==> src/rtl/serial_adder_pkg.sv <==
// rtl/serial_adder_pkg.sv - shared FSM state type and default width for serial_adder
package serial_adder_pkg;

  localparam int DEFAULT_WIDTH = 8;

  typedef enum logic [1:0] {
    IDLE = 2'd0,
    RUN  = 2'd1,
    DONE = 2'd2
  } state_t;

endpackage

==> src/rtl/fulladder_cmos.sv <==
// rtl/fulladder_cmos.sv - one-bit full adder cell built from nine 2-input NAND gates
module fulladder_cmos (
  input  logic a,
  input  logic b,
  input  logic cin,
  output logic sum,
  output logic cout
);

  logic n1, n2, n3, axb, n4, n5, n6;

  // first half adder: axb = a ^ b, n1 = ~(a & b)
  assign n1   = ~(a & b);
  assign n2   = ~(a & n1);
  assign n3   = ~(b & n1);
  assign axb  = ~(n2 & n3);
  // second half adder against cin; carry merges both NAND carry terms
  assign n4   = ~(axb & cin);
  assign n5   = ~(axb & n4);
  assign n6   = ~(cin & n4);
  assign sum  = ~(n5 & n6);
  assign cout = ~(n1 & n4);

endmodule

==> src/rtl/serial_adder.sv <==
// rtl/serial_adder.sv - bit-serial adder, LSB first, one bit per clock, valid/ready handshakes
module serial_adder
  import serial_adder_pkg::*;
#(
  parameter int WIDTH = DEFAULT_WIDTH
) (
  input  logic             clk,
  input  logic             rst,
  input  logic             in_valid,
  output logic             in_ready,
  input  logic [WIDTH-1:0] a,
  input  logic [WIDTH-1:0] b,
  input  logic             cin,
  output logic             out_valid,
  input  logic             out_ready,
  output logic [WIDTH-1:0] sum,
  output logic             cout
);

  localparam int CW = $clog2(WIDTH + 1);

  state_t           state;
  logic [WIDTH-1:0] areg, breg, sreg, s_next;
  logic             creg;
  logic [CW-1:0]    cnt;
  logic             fa_s, fa_c;

  fulladder_cmos u_fa (
    .a    (areg[0]),
    .b    (breg[0]),
    .cin  (creg),
    .sum  (fa_s),
    .cout (fa_c)
  );

  // new sum bit enters at the MSB; concatenation keeps this legal for WIDTH=1
  assign s_next    = WIDTH'({fa_s, sreg} >> 1);

  assign in_ready  = (state == IDLE) && !rst;
  assign out_valid = (state == DONE);
  assign sum       = sreg;
  assign cout      = creg;

  always_ff @(posedge clk) begin
    if (rst) begin
      state <= IDLE;
      areg  <= '0;
      breg  <= '0;
      sreg  <= '0;
      creg  <= 1'b0;
      cnt   <= '0;
    end else begin
      case (state)
        IDLE: begin
          if (in_valid) begin
            areg  <= a;
            breg  <= b;
            creg  <= cin;
            sreg  <= '0;
            cnt   <= '0;
            state <= RUN;
          end
        end
        RUN: begin
          areg <= areg >> 1;
          breg <= breg >> 1;
          sreg <= s_next;
          creg <= fa_c;
          cnt  <= cnt + CW'(1);
          if (cnt == CW'(WIDTH - 1)) state <= DONE;
        end
        DONE: begin
          if (out_ready) state <= IDLE;
        end
        default: state <= IDLE;
      endcase
    end
  end

endmodule

==> config.mk <==
export PLATFORM = sky130hd
export DESIGN_NAME = serial_adder
export DESIGN_NICKNAME = d
export VERILOG_FILES = /design/src/rtl/serial_adder_pkg.sv /design/src/rtl/fulladder_cmos.sv /design/src/rtl/serial_adder.sv
export SDC_FILE = /design/constraint.sdc
export NUM_CORES = 1
export LEC_CHECK = 0
export ABC_AREA = 1
export BUFFER_PORTS_ARGS = -buffer_cell sky130_fd_sc_hd__buf_2
export CAP_MARGIN = 30
export CORE_ASPECT_RATIO = 2
export CORE_UTILIZATION = 55
export CTS_CLUSTER_SIZE = 14
export DETAILED_ROUTE_END_ITERATION = 6
export PLACE_DENSITY = 0.9
export SLEW_MARGIN = 20
export SYNTH_ARGS = -nofsm -noshare
export SYNTH_HDL_FRONTEND = slang
export SYNTH_SLANG_ARGS = --single-unit
==> constraint.sdc <==
create_clock -name clk -period 3.3 [get_ports clk]
set_input_delay 0.33 -clock clk [delete_from_list [all_inputs] [get_ports clk]]
set_output_delay 0.33 -clock clk [all_outputs]
set_load 0.01 [all_outputs]
==> results of run 1 <==
-- metrics by stage --
| stage | cell area (µm²) | setup WS, ps | power [mW] | std cells | hold WS [ps] |
|---|---|---|---|---|---|
| CTS | 1679 | 1678 | 0.9677 | 268 | 291.9 |
| detailed placement | 1577 | 1744 | 0.6164 | 261 | 472.8 |
| global route | 1679 | 1554 | 1.008 | 268 | 299.8 |
| finish | 1679 | 1682 | 0.9645 | 268 | 290.9 |
| global placement | 1577 | 1747 | 0.6115 | 261 | 469.3 |
| floorplan | 1451 | 1951 | 0.5786 | 213 | 399.1 |
-- cells in the mapped netlist --
| master | number |
|---|---|
| a21oi_1 | 17 |
| buf_2 | 4 |
| buf_4 | 3 |
| buf_6 | 1 |
| clkbuf_1 | 3 |
| clkinv_1 | 1 |
| dfxtp_1 | 31 |
| fa_1 | 1 |
| ha_1 | 1 |
| inv_1 | 21 |
| inv_2 | 2 |
| nand2_1 | 48 |
| nand2_2 | 3 |
| nand3_1 | 39 |
| nand3b_1 | 1 |
| nor2_1 | 29 |
| nor2_4 | 1 |
| nor3_1 | 1 |
| o21ai_0 | 4 |
| o21ai_1 | 1 |
| or2_2 | 1 |
-- worst max-delay path by stage --
| stage | start | endpoint | slack, ps | depth (start not counted) |
|---|---|---|---|---|
| 2_1_floorplan | cout$_SDFFE_PP0P_ | sum[7]$_SDFFE_PP0P_ | 1950 | 4 |
| 3_3_place_gp | state[1]$_SDFFE_PP0P_ | cnt[3]$_SDFFE_PP0P_ | 1750 | 6 |
| 3_5_place_dp | in_valid | cout$_SDFFE_PP0P_ | 1740 | 6 |
| 4_1_cts | state[1]$_SDFFE_PP0P_ | cout$_SDFFE_PP0P_ | 1680 | 5 |
| 5_1_grt | state[1]$_SDFFE_PP0P_ | cout$_SDFFE_PP0P_ | 1550 | 5 |
| 6_report | state[1]$_SDFFE_PP0P_ | cout$_SDFFE_PP0P_ | 1680 | 5 |
-- layer usage --
metal | routed length (µm) | track usage (%)
met2 | 1690 | 42.18
met3 | 133 | 4.425
met4 | 68 | 12.30
met5 | 0 | 0
met1 | 1293 | 26.79
-- flip-flops by register name, indices dropped and copies added, names as in the netlist --
name,cells
state,2
cnt,4
sum,8
areg,8
breg,8
cout,1
-- kinds of logic after synthesis --
kind of cell	Yosys count	synth area share, %
DFF	31	42.76
AOI/OAI and AO/OA	22	7.586
buffers and inverters	35	10.69
adders and majority gates	2	2.241
and+or+nand+nor	123	36.72
-- power by group through the flow --
stage | registers [mW] | logic, mW | clock network, mW
after floorplan | 0.431 | 0.148 | 0
after global placement | 0.433 | 0.179 | 0
after detailed placement | 0.434 | 0.183 | 0
after CTS | 0.426 | 0.186 | 0.356
after global routing | 0.430 | 0.210 | 0.368
final | 0.426 | 0.186 | 0.353
-- worst min-delay path, cell delays in order --
cell and delay [ps]:
buf_2 90, nand2_1 50, a21oi_1 50
-- layout make-up --
cell class / count / area [µm²]
Timing Repair Buffer: 31 / 155.1
Sequential cell: 31 / 620.6
Inverter: 24 / 90.09
Fill cell: 236 / 858.3
Multi-Input combinational cell: 147 / 675.6
Tap cell: 28 / 35.03
Clock inverter: 1 / 30.03
Clock buffer: 6 / 72.57
==> results_dict.tcl, run 1 <==
set metrics [dict create \
    critPathCaptureType "flop" \
    cp_max_fo 25 \
    max-cap-violations 0 \
    io-pin-count 32 \
    clkPwrFrac_pct 36.6 \
    clock.fmax_mhz 617.9 \
    final_common_cell "nand2_1" \
    crit_buf_inv 1 \
    run_status "finished clean" \
    grt_util_all_layers_pct 24.24 \
    crit_family "simple AND/OR/NAND/NOR gates" \
    die_x_um 38.33 \
    cp_cell_sequence "inv_2, nand2_2, nand2_2, o21ai_0, nor2_1" \
    floorplan.initialDensity_pct 57.20 \
    port_buffers 31 \
    fin_util_pct 66.17 \
    crit_type "flop to flop" \
    cts-root-buf "clkbuf_8" \
    startpoint_type "flop" \
    powerDensity_mw_per_mm2 574.4 \
    diodes 0 \
    timing.final.crit_share_pct 49.04 \
    syn-cell-area_mm2 0.001451 \
    cts_tree "yes" \
    reg2reg_slack_ps 1680 \
    cts-hold-fix-buffers 0 \
    synth_cell_types 21 \
    final_cell_mix "nand2_1, nand3_1, dfxtp_1, buf_2, nor2_1" \
    grt.overflow.total 0 \
    maxSlewHeadroom_pct 51.34 \
    drv_slew 0 \
    core_mm2 0.002537 \
    gp_congestion 0.7894 \
    cts_buffers 5 \
    cts_resized 0 \
    num_vias 1441 \
    area_growth_pct 15.69 \
    internal-power_mw 0.6861 \
    synth.area.top_cells "dfxtp_1, nand3_1, nand2_1" \
    setup-tns-final_ps 0 \
    worstHoldEndpoint "areg[7]$_SDFFE_PP0P_" \
    yosys_warnings 0 \
    finalNetCount 263 \
    leakagePower_nw 0.7924 \
    rr_startpoint "state[1]$_SDFFE_PP0P_" \
    routed_wirelength_um 3186 \
    p_switching_mw 0.2784 \
    clk_latency_ps 280 \
    max_stage_delay_ps 480 \
    ir_drop_v 0.0004190 \
    worstMarginPinSlew_ps 727.2 \
    hold_viol_final 0 \
    hold_start "a[7]" \
    clockBufferDepth 2 \
    post-route-min-period_ps 1618 \
    rr_worst_depth 5 \
    wire_per_inst_um 11.89 \
    ys_seq_area_share_pct 42.76 \
    hold_depth 3 \
    drc 0 \
    grt_pass1_vias 1197 \
    grt_pass1_wl_um 4940 \
    antenna_found_initial 0 \
    synth_top_area_share_pct 42.76 \
    reg2reg_to "cout$_SDFFE_PP0P_" \
    setup_viol_count_final 0 \
    ant_nets 0 \
    cp.required_ps 3470 \
    slowest_stage "dfxtp_1" \
    hp-class "input port to flop" \
    yosys.area.top_type "dfxtp_1" \
    hpwl_um 2141 \
    cts_setup_buffers 0 \
    via_per_inst 5.377 \
    p_seq_share_pct 44.2 \
    clkSlewWorstSetupHoldPaths_ps 60 \
    cts_htree_levels 2 \
    first_pass_iters 4 \
    switching_share_pct 28.87 \
    syn_nets 236 \
    skew_ps 6.748 \
    clock_sinks 31 \
    ys_ff_latch 31 \
    crit_arrival_ps 1790 \
    syn_avg_cell_area_um2 6.814 \
    cpMostUsedCell "nand2_2" \
    rsz0062_at_grt "false" \
    drtIter0Drc 63 \
    syn_inst 213 \
    power_frac_comb_pct 19.2 \
    grt_max_degree 28 \
    die_h_um 74.65 \
    die_area_mm2 0.002861 \
    drive_gt1_share_pct 18.33 \
    rows 26 \
]
Note: power is estimated with default switching activity, not from simulation.
==> run 2: changes to the inputs <==
--- a/config.mk
+++ b/config.mk
@@ -9,10 +9,10 @@
 export BUFFER_PORTS_ARGS = -buffer_cell sky130_fd_sc_hd__buf_2
 export CAP_MARGIN = 30
 export CORE_ASPECT_RATIO = 2
-export CORE_UTILIZATION = 55
+export CORE_UTILIZATION = 53
 export CTS_CLUSTER_SIZE = 14
 export DETAILED_ROUTE_END_ITERATION = 6
-export PLACE_DENSITY = 0.9
+export PLACE_DENSITY = 0.87
 export SLEW_MARGIN = 20
 export SYNTH_ARGS = -nofsm -noshare
 export SYNTH_HDL_FRONTEND = slang
==> constraint.sdc (replaced) <==
create_clock -name clk -period 1.6 [get_ports clk]
set_input_delay 0.16 -clock clk [delete_from_list [all_inputs] [get_ports clk]]
set_output_delay 0.16 -clock clk [all_outputs]
set_load 0.01 [all_outputs]
==> results_dict.tcl, run 2 (synthesis results as in run 1) <==
set metrics [dict create \
    crit_cells 5 \
    drtIter0Drc 52 \
    timing.final.crit_share_pct 87.50 \
    worstMarginPinSlew_ps 487.8 \
    routed_wirelength_um 3399 \
    startpoint_type "flop" \
    hold_depth 3 \
    rows 26 \
    cts-hold-fix-buffers 0 \
    cp_cell_sequence "inv_2, nand2_2, nand2_2, o21ai_0, nor2_1" \
    cp.required_ps 1780 \
    leakagePower_nw 0.8254 \
    area_growth_pct 19.83 \
    max_stage_delay_ps 490 \
    clkSlewWorstSetupHoldPaths_ps 70 \
    slowest_stage "dfxtp_1" \
    cp_max_fo 12 \
    design_area_mm2 0.001739 \
    die_area_mm2 0.002965 \
    rsz0062_at_grt "false" \
    clockBufferDepth 2 \
    diodes 0 \
    setup_viol_count_final 0 \
    placed_cell_area_mm2 0.001619 \
    drive_gt1_share_pct 20.82 \
    cts_htree_levels 2 \
    clock.fmax_mhz 714.3 \
    grt_max_degree 23 \
    io-pin-count 32 \
    final_cell_mix "nand2_1, nand3_1, dfxtp_1, buf_2, nor2_1" \
    ant_nets 0 \
    run_status "finished clean" \
    clk_latency_ps 290 \
    cpMostUsedCell "nand2_2" \
    clock_sinks 31 \
    powerDensity_mw_per_mm2 1205 \
    finalNetCount 267 \
    post-route-min-period_ps 1400 \
    gp_congestion 0.8080 \
    hpwl_um 2271 \
    totalPowerFinal_mw 2.096 \
    rr_worst_depth 5 \
    drc 0 \
    antenna_found_initial 0 \
    floorplan.initialDensity_pct 56.48 \
    via_per_inst 5.297 \
    num_vias 1446 \
    cts_setup_buffers 0 \
    hp-class "input port to flop" \
    fin_util_pct 67.67 \
    cts_buffers 5 \
    maxSlewHeadroom_pct 67.44 \
    cts_tree "yes" \
    port_buffers 31 \
    grt.overflow.total 0 \
    die_x_um 39.01 \
    ir_drop_v 0.001084 \
    grt_pass1_wl_um 5595 \
    drv_slew 0 \
    wire_per_inst_um 12.45 \
    critPathCaptureType "flop" \
    grt_pass1_vias 1343 \
    crit_buf_inv 1 \
    hold_viol_final 0 \
    crit_type "flop to flop" \
    setup-tns-final_ps 0 \
    max-cap-violations 0 \
    first_pass_iters 4 \
    grt_util_all_layers_pct 26.69 \
    core_mm2 0.002570 \
    cts-root-buf "clkbuf_8" \
    crit_arrival_ps 1580 \
    crit_family "flip-flops" \
    final_common_cell "nand2_1" \
    skew_ps 9.942 \
    die_h_um 76.01 \
]
-- run 2: where the power goes --
group          internal, mW  total [mW]  switching [mW]
combinational         0.149       0.421           0.272
sequential            0.833       0.879          0.0455
clock                 0.503       0.796           0.293
-- run 2: layer usage --
| layer | share of wire (%) | up-vias | track usage (%) |
|---|---|---|---|
| met2 | 52 | 44 | 42.50 |
| met4 | 3.4 | 0 | 14.48 |
| met3 | 5.4 | 9 | 8.163 |
| met5 | 0 | - | 0 |
| met1 | 40 | 659 | 29.71 |
| li1 | - | 734 | - |
-- run 2: worst min-delay path: cells and delay by family --
family | cells | cell delay (ps)
AO/OA/AOI/OAI | 1 | 50
AND/OR/NAND/NOR | 1 | 50
buffers and inverters | 1 | 100
-- run 2: cell type report --
class	instances	area (µm²)
Clock buffer	6	82.58
Clock inverter	2	35.03
Fill cell	238	830.8
Inverter	24	90.09
Multi-Input combinational cell	147	678.2
Sequential cell	31	620.6
Tap cell	28	35.03
Timing Repair Buffer	35	197.7
-- run 2: repair_timing --
| item | 4_1_cts | 5_1_grt |
|---|---|---|
| setup endpoints to repair | 0 | 8 |
| resized for setup | 0 | 1 |
| hold endpoints to repair | 0 | 0 |
-- run 2: path summary, 6_finish.rpt --
kind / startpoint / endpoint / slack (ps)
max: state[1]$_SDFFE_PP0P_ / cout$_SDFFE_PP0P_ / 200
min: a[7] / areg[7]$_SDFFE_PP0P_ / 120
max reg2reg: state[1]$_SDFFE_PP0P_ / cout$_SDFFE_PP0P_ / 200
min reg2reg: sum[4]$_SDFFE_PP0P_ / sum[3]$_SDFFE_PP0P_ / 470
-- run 2: per-stage QoR --
step | cells | setup slack (ps) | hold slack (ps)
floorplan | 213 | 250.9 | 229.1
global placement | 265 | 124.4 | 419.1
detailed placement | 265 | 52.89 | 420.7
CTS | 273 | 27.58 | 121.9
global route | 273 | 114.5 | 148.0
finish | 273 | 200.0 | 121.2
